==> src/rtl/fetch_pkg.sv <==
// Shared types for the fetch front end: redirect packet from retire and the
// instruction packet handed to decode.
package fetch_pkg;

  typedef struct packed {
    logic        valid;
    logic [63:0] nuke_pc;
  } t_nuke_pkt;

  typedef struct packed {
    logic [31:0] instr;
    logic [63:0] pc;
`ifdef SIMULATION
    logic [31:0] SIMID;
`endif
  } t_instr_pkt;

  localparam logic [63:0] PC_STEP = 64'd4;

endpackage

==> src/rtl/fetch_gen_fifo.sv <==
// Single-push / single-pop circular FIFO. Push while full is accepted only
// when a pop happens in the same cycle. Storage is not reset.
module fetch_gen_fifo #(
  parameter int WIDTH = 32,
  parameter int DEPTH = 4,
  parameter int NPUSH = 1,
  parameter int NPOP  = 1,
  localparam int AW   = (DEPTH > 1) ? $clog2(DEPTH) : 1,
  localparam int CW   = $clog2(DEPTH + 1)
) (
  input  logic             clk,
  input  logic             reset,
  input  logic             push,
  input  logic [WIDTH-1:0] push_data,
  input  logic             pop,
  output logic [WIDTH-1:0] pop_data,
  output logic [CW-1:0]    count,
  output logic             full,
  output logic             empty
);

  logic [WIDTH-1:0] mem [DEPTH];
  logic [AW-1:0]    wr_ptr;
  logic [AW-1:0]    rd_ptr;
  logic             push_ok;
  logic             pop_ok;

  function automatic logic [AW-1:0] ptr_inc(input logic [AW-1:0] p);
    return (p == AW'(DEPTH - 1)) ? '0 : p + AW'(1);
  endfunction

  assign empty    = (count == '0);
  assign full     = (count == CW'(DEPTH));
  assign pop_ok   = pop && !empty;
  assign push_ok  = push && (!full || pop_ok);
  assign pop_data = mem[rd_ptr];

  always_ff @(posedge clk) begin
    if (reset) begin
      wr_ptr <= '0;
      rd_ptr <= '0;
      count  <= '0;
    end else begin
      if (push_ok) wr_ptr <= ptr_inc(wr_ptr);
      if (pop_ok)  rd_ptr <= ptr_inc(rd_ptr);
      count <= count + CW'(push_ok) - CW'(pop_ok);
    end
  end

  always_ff @(posedge clk) begin
    if (push_ok) mem[wr_ptr] <= push_data;
  end

  // Only the one-in/one-out configuration is implemented.
  always_ff @(posedge clk) begin
    assert (NPUSH == 1 && NPOP == 1);
  end

endmodule

==> src/rtl/fetch.sv <==
// Front-end fetch: sequential PC generation, credit-limited imem requests,
// fetch queue toward decode, and nuke redirect with in-flight response drop.
module fetch
  import fetch_pkg::*;
#(
  parameter logic [63:0] RESET_PC        = 64'h0,
  parameter int          FQ_DEPTH        = 4,
  parameter int          MAX_OUTSTANDING = 4
) (
  input  logic        clk,
  input  logic        reset,
  input  t_nuke_pkt   nuke_rb1,
  output logic        imem_req_valid_fe0,
  input  logic        imem_req_ready_fe0,
  output logic [63:0] imem_req_addr_fe0,
  input  logic        imem_rsp_valid_fe1,
  input  logic [31:0] imem_rsp_data_fe1,
  input  logic        decode_ready_de0,
  output logic        valid_fe1,
  output t_instr_pkt  instr_fe1
);

  localparam int OCW = $clog2(MAX_OUTSTANDING + 1);
  localparam int FCW = $clog2(FQ_DEPTH + 1);
  localparam int IW  = $bits(t_instr_pkt);

  logic [63:0]    pc_fe0;
  logic [OCW-1:0] outstanding;
  logic [OCW-1:0] drop_cnt;
  logic           credit_ok;
  logic           req_fire;
  logic           fq_push;
  logic           fq_reset;
  logic [FCW-1:0] fq_count;
  logic           fq_full;
  logic           fq_empty;
  logic [IW-1:0]  fq_head_bits;
  t_instr_pkt     fq_wr_pkt;
  t_instr_pkt     fq_head;
  logic [63:0]    tag_pc;
  logic [OCW-1:0] tag_count;
  logic           tag_full;
  logic           tag_empty;
`ifdef SIMULATION
  logic [31:0]    simid;
`endif

  // Live responses (not yet marked for drop) plus queued entries may never
  // exceed the FQ, so every response that survives has a slot waiting.
  always_comb begin
    credit_ok = (int'(outstanding) - int'(drop_cnt) + int'(fq_count)) < FQ_DEPTH;
  end

  assign imem_req_valid_fe0 = !reset && !nuke_rb1.valid && credit_ok &&
                              (int'(outstanding) < MAX_OUTSTANDING);
  assign imem_req_addr_fe0  = imem_req_valid_fe0 ? pc_fe0 : '0;
  assign req_fire           = imem_req_valid_fe0 && imem_req_ready_fe0;

  assign fq_push  = imem_rsp_valid_fe1 && (drop_cnt == '0) && !nuke_rb1.valid;
  assign fq_reset = reset || nuke_rb1.valid;

  assign valid_fe1 = !fq_empty && decode_ready_de0 && !nuke_rb1.valid && !reset;
  assign fq_head   = fq_head_bits;
  assign instr_fe1 = valid_fe1 ? fq_head : '0;

  always_comb begin
    fq_wr_pkt       = '0;
    fq_wr_pkt.instr = imem_rsp_data_fe1;
    fq_wr_pkt.pc    = tag_pc;
`ifdef SIMULATION
    fq_wr_pkt.SIMID = simid;
`endif
  end

  always_ff @(posedge clk) begin
    if (reset) begin
      pc_fe0      <= RESET_PC;
      outstanding <= '0;
      drop_cnt    <= '0;
    end else begin
      outstanding <= outstanding + OCW'(req_fire) - OCW'(imem_rsp_valid_fe1);
      if (nuke_rb1.valid) begin
        pc_fe0   <= nuke_rb1.nuke_pc;
        // A response landing in the nuke cycle is already gone, so it is
        // not counted among the responses still to be dropped.
        drop_cnt <= outstanding - OCW'(imem_rsp_valid_fe1);
      end else begin
        if (req_fire) pc_fe0 <= pc_fe0 + PC_STEP;
        if (imem_rsp_valid_fe1 && drop_cnt != '0) drop_cnt <= drop_cnt - OCW'(1);
      end
    end
  end

`ifdef SIMULATION
  always_ff @(posedge clk) begin
    if (reset)        simid <= '0;
    else if (fq_push) simid <= simid + 32'd1;
  end
`endif

  fetch_gen_fifo #(
    .WIDTH (64),
    .DEPTH (MAX_OUTSTANDING),
    .NPUSH (1),
    .NPOP  (1)
  ) u_tag_fifo (
    .clk       (clk),
    .reset     (reset),
    .push      (req_fire),
    .push_data (pc_fe0),
    .pop       (imem_rsp_valid_fe1),
    .pop_data  (tag_pc),
    .count     (tag_count),
    .full      (tag_full),
    .empty     (tag_empty)
  );

  fetch_gen_fifo #(
    .WIDTH (IW),
    .DEPTH (FQ_DEPTH),
    .NPUSH (1),
    .NPOP  (1)
  ) u_fq (
    .clk       (clk),
    .reset     (fq_reset),
    .push      (fq_push),
    .push_data (fq_wr_pkt),
    .pop       (valid_fe1),
    .pop_data  (fq_head_bits),
    .count     (fq_count),
    .full      (fq_full),
    .empty     (fq_empty)
  );

  always_ff @(posedge clk) begin
    if (!reset) begin
      if (nuke_rb1.valid) assert (nuke_rb1.nuke_pc[1:0] == 2'b00);
      if (imem_rsp_valid_fe1) assert (outstanding != '0 && !tag_empty);
      assert (!(fq_push && fq_full));
      assert (!(req_fire && tag_full));
      assert (tag_count == outstanding);
    end
  end

endmodule

==> config.mk <==
export PLATFORM = sky130hd
export DESIGN_NAME = fetch
export DESIGN_NICKNAME = d
export VERILOG_FILES = /design/src/rtl/fetch_pkg.sv /design/src/rtl/fetch_gen_fifo.sv /design/src/rtl/fetch.sv
export SDC_FILE = /design/constraint.sdc
export NUM_CORES = 1
export LEC_CHECK = 0
export ABC_AREA = 0
export CAP_MARGIN = 0
export CORE_AREA = 4 4 318 320
export DETAILED_ROUTE_END_ITERATION = 8
export DIE_AREA = 0 0 322 324
export PLACE_DENSITY = 0.56
export SKIP_LAST_GASP = 1
export SYNTH_ARGS = -nofsm -noshare
export SYNTH_HDL_FRONTEND = slang
export SYNTH_SLANG_ARGS = --single-unit
==> constraint.sdc <==
create_clock -name clk -period 7.52 [get_ports clk]
set_input_delay 0.752 -clock clk [delete_from_list [all_inputs] [get_ports clk]]
set_output_delay 0.752 -clock clk [all_outputs]
set_load 0.02 [all_outputs]
; Word level (Yosys, flattened, before mapping)
; Memories as Yosys holds them, arrays and structs flattened. A register that Yosys moved wholly into a read port is not among the register bits.
; Cells that the tools add are included.
; W data, S select, Z words.
[word_totals]
out_inout_bits = 162
mem_bits_rw = 640
regBits = 84
memories = 2
in_bits = 102
elab_cells = 81
[memory_table]
columns = memory, depth, width, read_ports, rd_ports_with_merged_regs, wr, line
row1 = u_fq.mem, 4, 96, 1, 1, 1, fetch_gen_fifo.sv:22  ; logic [WIDTH-1:0] mem [DEPTH];
row2 = u_tag_fifo.mem, 4, 64, 1, 1, 1, fetch_gen_fifo.sv:22
[classes]
add_sub_neg = 15
magnitude_cmp = 2
n_reduce_logical = 29
n_eq_ne = 6
n_mux = 18
[ops]
columns = op, count
row1 = $mux W64, 3
row2 = $mux W96, 1
row3 = $add A64 B3 Y64 const B, 1
row4 = $mux W2, 8
row5 = $logic_and A1 B1 Y1, 14
row6 = $sub A3 B1 Y3, 4
row7 = $add A3 B1 Y3, 3
row8 = $logic_not A3 Y1, 3
row9 = $add A2 B1 Y2 const B, 4
row10 = $eq A2 B2 Y1 const B, 4
row11 = $eq A3 B3 Y1 const B, 2
row12 = $logic_not A1 Y1, 6
row13 = $mux W3, 2
row14 = $add A4 B4 Y5, 1
row15 = $lt A5 B4 Y1 const B, 1
row16 = $mux W1, 4
row17 = $reduce_bool A2 Y1, 2
row18 = $sub A3 B3 Y4, 1
row19 = $logic_or A1 B1 Y1, 3
row20 = $lt A3 B3 Y1 const B, 1
row21 = $reduce_bool A3 Y1, 1
row22 = $sub A3 B1 Y3 const B, 1

; Logic depth before layout (Yosys ltp)
[depth]
word_depth = 10
mapped_depth = 19
mapped_depth_nobuf = 18

; Hierarchy
; From an unflattened synthesis, not the netlist that was laid out.
[unflattened]
cells_unflattened = 1715
hier_area_um2 = 29927.5
[modules_own_cells]
columns = module, seq_area_each_um2, cells_each, area_each_um2, instances
row1 = fetch_gen_fifo at u_fq, 11711.2, 550, 14292.5, 1
row2 = fetch_gen_fifo at u_tag_fifo, 7867.5, 382, 9670.5, 1
row3 = fetch, 1401.3, 783, 5964.5, 1

; Worst setup path after synthesis
; Ideal clock, no wire load.
[synth_path]
path_kind = input -> register
from = in reset
to = mem u_fq.mem[0][0] in the netlist's numbering, enable pin
setup_time_ns = 0.466
cell_stages = 6
t_arrival_ns = 4.181
t_required_ns = 7.054
path_slack_ns = 2.874
n_path_buf = 2
cell_sequence = or2_2 clkbuf_1 nor2_1 o41a_1 clkbuf_1 and2_1
[synth_via]
elab_chain_len = 7
[synth_rtl]
columns = element, line
row1 = start: declaration, fetch.sv:11  ; input logic reset,
row2 = $logic_not A1 Y1, --
row3 = $logic_and A1 B1 Y1, fetch.sv:62  ; assign valid_fe1 = !fq_empty && decode_ready_de0 && !nuke_rb1.valid && !reset;
row4 = $logic_and A1 B1 Y1, fetch_gen_fifo.sv:34  ; assign pop_ok = pop && !empty;
row5 = $logic_or A1 B1 Y1, fetch_gen_fifo.sv:35  ; assign push_ok = push && (!full || pop_ok);
row6 = $logic_and A1 B1 Y1, fetch_gen_fifo.sv:35
row7 = via u_fq.push_ok, fetch_gen_fifo.sv:25  ; logic push_ok;
row8 = $mux W1, fetch_gen_fifo.sv:51  ; if (push_ok) mem[wr_ptr] <= push_data;
row9 = $mux W1 (implied by the code), fetch_gen_fifo.sv:51
row10 = end: declaration, fetch_gen_fifo.sv:22
; The timed path passes the listed nets, and every way through them passes these cells.

; Final worst setup path
[layout_path]
from = reg outstanding[2]
to = out imem_req_addr_fe0[23]
[layout_via]
elab_chain_len = 6
word_cells_on_any_way = 7
[layout_rtl]
columns = element, line
row1 = start: declaration, fetch.sv:28  ; logic [OCW-1:0] outstanding;
row2 = start signal: assignment, fetch.sv:81  ; outstanding <= outstanding + OCW'(req_fire) - OCW'(imem_rsp_valid_fe1);
row3 = $sub A3 B3 Y4, fetch.sv:51  ; credit_ok = (int'(outstanding) - int'(drop_cnt) + int'(fq_count)) < FQ_DEPTH;
row4 = $add A4 B4 Y5, fetch.sv:51
row5 = $lt A5 B4 Y1, fetch.sv:51
row6 = $logic_and A1 B1 Y1, fetch.sv:54  ; assign imem_req_valid_fe0 = !reset && !nuke_rb1.valid && credit_ok &&
row7 = $logic_and A1 B1 Y1 *, fetch.sv:54
row8 = $mux W64 *, fetch.sv:56  ; assign imem_req_addr_fe0 = imem_req_valid_fe0 ? pc_fe0 : '0;
row9 = end: declaration, fetch.sv:15  ; output logic [63:0] imem_req_addr_fe0,
; Mark *: on every way between the ends. The rest lies on a longest branch, timed or not.

==> results.yml <==
run_status:
  status: "complete, no violations"
grt:
  global_route_wire_length_before_repair_um: 115000
  grt_overflow_total: 0
  number_of_global_route_vias_before_repair: 17000
  grt_antenna_before_repair: 17
  grt_max_degree: 98
  grt_util_all_layers_pct: 15.0
floorplanning:
  start_util_pct: 29.8
  floorplan.die.width_um: 322
  floorplan.die_area_mm2: 0.104
  floorplan.io_pins: 264
  placeableCoreArea_mm2: 0.0981
  die_h_um: 324
  core.rowCount: 115
logic_synthesis:
  syn_area_mm2: 0.0292
  ys_seq_area_share_pct: 71.7
  synth_enable_flop_cells: 640
  syn_avg_cell_area_um2: 17.5
  yosysTopAreaCellShare_pct: 65.7
  fraction_of_registers_with_async_set_reset_pct: 0
  post-synth-top-area-cell: "sky130_fd_sc_hd__edfxtp_1"
  synthesis.instances: 1668
  ys_types: 64
  most_area_consuming_cells_after_synthesis: "sky130_fd_sc_hd__edfxtp_1, sky130_fd_sc_hd__mux4_2, sky130_fd_sc_hd__dfxtp_1"
  synth_most_common_cell: "sky130_fd_sc_hd__edfxtp_1"
  ys_seq_elements: 728
  synth.cells.most_frequent: "sky130_fd_sc_hd__edfxtp_1, sky130_fd_sc_hd__and2_1, sky130_fd_sc_hd__mux4_2, sky130_fd_sc_hd__dfxtp_1, sky130_fd_sc_hd__clkbuf_1"
  syn_nets: 1800
  dominantRegCellSynth: "sky130_fd_sc_hd__edfxtp_1"
  synth-warning-count: 0
pwr:
  power.clock.fraction_pct: 38.9
  p_seq_share_pct: 50.1
  irDropWorstVdd_v: 0.000141
  internal_power_mw: 7.31
  power_density_mw_per_mm2: 270
  swShare_pct: 24.6
  power.switching_mw: 2.39
  leakagePower_nw: 11.1
  totalPowerFinal_mw: 9.70
  p_comb_share_pct: 10.9
sta:
  slew-limit-headroom_pct: 23.2
  fin_setup_tns_ns: 0
  worst_pin_slew_ns: 1.15
  grt_setup_unrepaired: "false"
  setup_viol: 0
  final.setup_skew_ns: 0.0416
  final_hold_viol_count: 0
  maxClockFrequency_ghz: 0.191
  final_max_slew_viol_count: 0
  finalCriticalPeriod_ns: 5.24
  period_share_pct: 69.7
run:
  drv_cap: 0
critical_path:
  required_ns: 6.77
  worstSetupPathType: "reg -> out"
  r2r.worst_path.cells: 16
  reg2reg_from: "outstanding[2]$_SDFF_PP0_"
  reg2reg_slack_ns: 2.87
  critical_path_arrival_ns: 4.49
  worst_setup_path_end_kind: "output pin"
  worstSetupStartpointType: "flip-flop"
  regToRegEndpoint: "outstanding[2]$_SDFF_PP0_"
  critPathMaxFanout: 33
  critical_path.startpoint: "outstanding[2]$_SDFF_PP0_"
layout:
  layout_cells_sized_above_1_pct: 16.6
  layout.filler_cells: 9143
  finalNetCount: 2077
  final_core_density_pct: 36.6
  areaGrowthSynthToFinish_pct: 22.9
clock_tree:
  maximum_clock_path_buffer_count: 3
  cts_tree: "done"
  worst_skew_pair.late_latency_ns: 0.63
  post_cts_buffers: 0
  path_clk_slew_ns: 0.06
  htreeDepth: 3
  hold_buffers: 0
  clockRootBuffer: "sky130_fd_sc_hd__clkbuf_16"
  clock_sink_count: 728
  numCtsBuffers: 78
  cts.repair.resized: 0
drt:
  postRouteWirelength_um: 79300
  starting_drt_drc_count: 1530
  drc: 0
  route.vias.total: 16400
  drt.antenna.violating_nets: 0
  number_of_vias_per_cell_after_detailed_routing: 4.97
  route.detailed.wl_per_inst_um: 24.0
  drt_first_pass_iters: 5
hold_path:
  min_delay_path_depth: 2
  timing.hold.worst.start: "u_tag_fifo.rd_ptr[1]$_SDFFE_PP0P_"
  worstHoldPathType: "reg -> reg"
placement:
  port_buffers: 263
  dpl.hpwl_um: 51200
  place_congestion: 0.848
==> sequential cells by signal, summed over array words and instances (netlist names), named ones only <==
register           cells
drop_cnt               3
outstanding            3
pc_fe0                64
u_fq.count             3
u_fq.mem             384
u_fq.rd_ptr            2
u_fq.wr_ptr            2
u_tag_fifo.count       3
u_tag_fifo.mem       256
u_tag_fifo.rd_ptr      2
u_tag_fifo.wr_ptr      2
==> final cells by class <==
| type | instances | area (um2) | area share [%] |
|---|---|---|---|
| Inverter | 33 | 124 | 0.345 |
| Multi-Input combinational cell | 816 | 7830 | 21.8 |
| Clock buffer | 89 | 1990 | 5.55 |
| Clock inverter | 57 | 566 | 1.57 |
| Timing Repair Buffer | 288 | 2810 | 7.82 |
| Tap cell | 1287 | 1610 | 4.48 |
| Sequential cell | 728 | 21000 | 58.4 |
| Antenna cell | 4 | 10.0 | 0.0279 |
==> power by group through the flow <==
stage | Sequential (mW) | Combinational [mW] | Clock [mW]
final | 4.86 | 1.06 | 3.78
after global routing | 4.89 | 1.15 | 4.05
after CTS | 4.87 | 1.08 | 3.87
after detailed placement | 4.95 | 1.07 | 0
after global placement | 4.94 | 1.04 | 0
after floorplan | 4.82 | 0.749 | 0
==> cells in the final DEF (no fill, tap or decap), types with 25 or more instances in the layout <==
master | Yosys | final
sky130_fd_sc_hd__nand2_1 | 65 | 65
sky130_fd_sc_hd__inv_1 | 31 | 30
sky130_fd_sc_hd__mux4_2 | 160 | 160
sky130_fd_sc_hd__ha_1 | 26 | 26
sky130_fd_sc_hd__and2_1 | 166 | 158
sky130_fd_sc_hd__buf_4 | 0 | 25
sky130_fd_sc_hd__nand3_1 | 32 | 32
sky130_fd_sc_hd__clkdlybuf4s50_1 | 0 | 261
sky130_fd_sc_hd__edfxtp_1 | 640 | 640
sky130_fd_sc_hd__dfxtp_1 | 88 | 84
sky130_fd_sc_hd__nor2_1 | 65 | 64
sky130_fd_sc_hd__clkbuf_16 | 0 | 78
==> cell families after synthesis <==
group / share of synthesized area, %
compound gates: 3.28
xor+xnor: 0.719
fa+ha+maj: 1.39
buf+inv: 1.63
flops: 71.7
mux: 12.7
simple gates: 8.59
==> worst max-delay path by stage <==
stage,cells after the start,to
finish,11,imem_req_addr_fe0[23]
detailed placement,11,imem_req_addr_fe0[23]
CTS,11,imem_req_addr_fe0[23]
global route,11,imem_req_addr_fe0[23]
floorplan,6,u_fq.mem[0][0]$_DFFE_PP_
global placement,7,u_fq.mem[0][64]$_DFFE_PP_
==> routing by layer <==
layer	routed length, um	GRT usage, %	up-vias
met1	33000	20.2	8443
met4	1810	4.05	2
li1	-	-	7204
met3	7560	4.34	111
met2	36900	24.1	649
met5	7	0	-
==> through the flow <==
stage                     instance area [um2]  setup slack (ns)  hold slack, ns  instances
final                                   35900              2.28           0.541       3302
after global routing                    35900              2.04           0.513       3298
after CTS                               35900              2.20           0.483       3298
after detailed placement                33400              2.88           0.530       3152
after global placement                  33400              2.96           0.505       3152
after floorplan                         29200              2.87           0.455       1668
==> worst max-delay path: stages, from the launching register on <==
cell and delay [ns]:
sky130_fd_sc_hd__dfxtp_1 0.69, sky130_fd_sc_hd__ha_1 0.37, sky130_fd_sc_hd__xor2_1 0.16, sky130_fd_sc_hd__ha_1 0.33, sky130_fd_sc_hd__nand2_1 0.06, sky130_fd_sc_hd__o311a_1 0.30, sky130_fd_sc_hd__o22a_1 0.25, sky130_fd_sc_hd__buf_4 0.29
sky130_fd_sc_hd__nor3_2 0.18, sky130_fd_sc_hd__buf_4 0.40, sky130_fd_sc_hd__and2_1 0.22, sky130_fd_sc_hd__clkdlybuf4s50_1 0.62
Note: power is estimated with default switching activity, not from simulation.
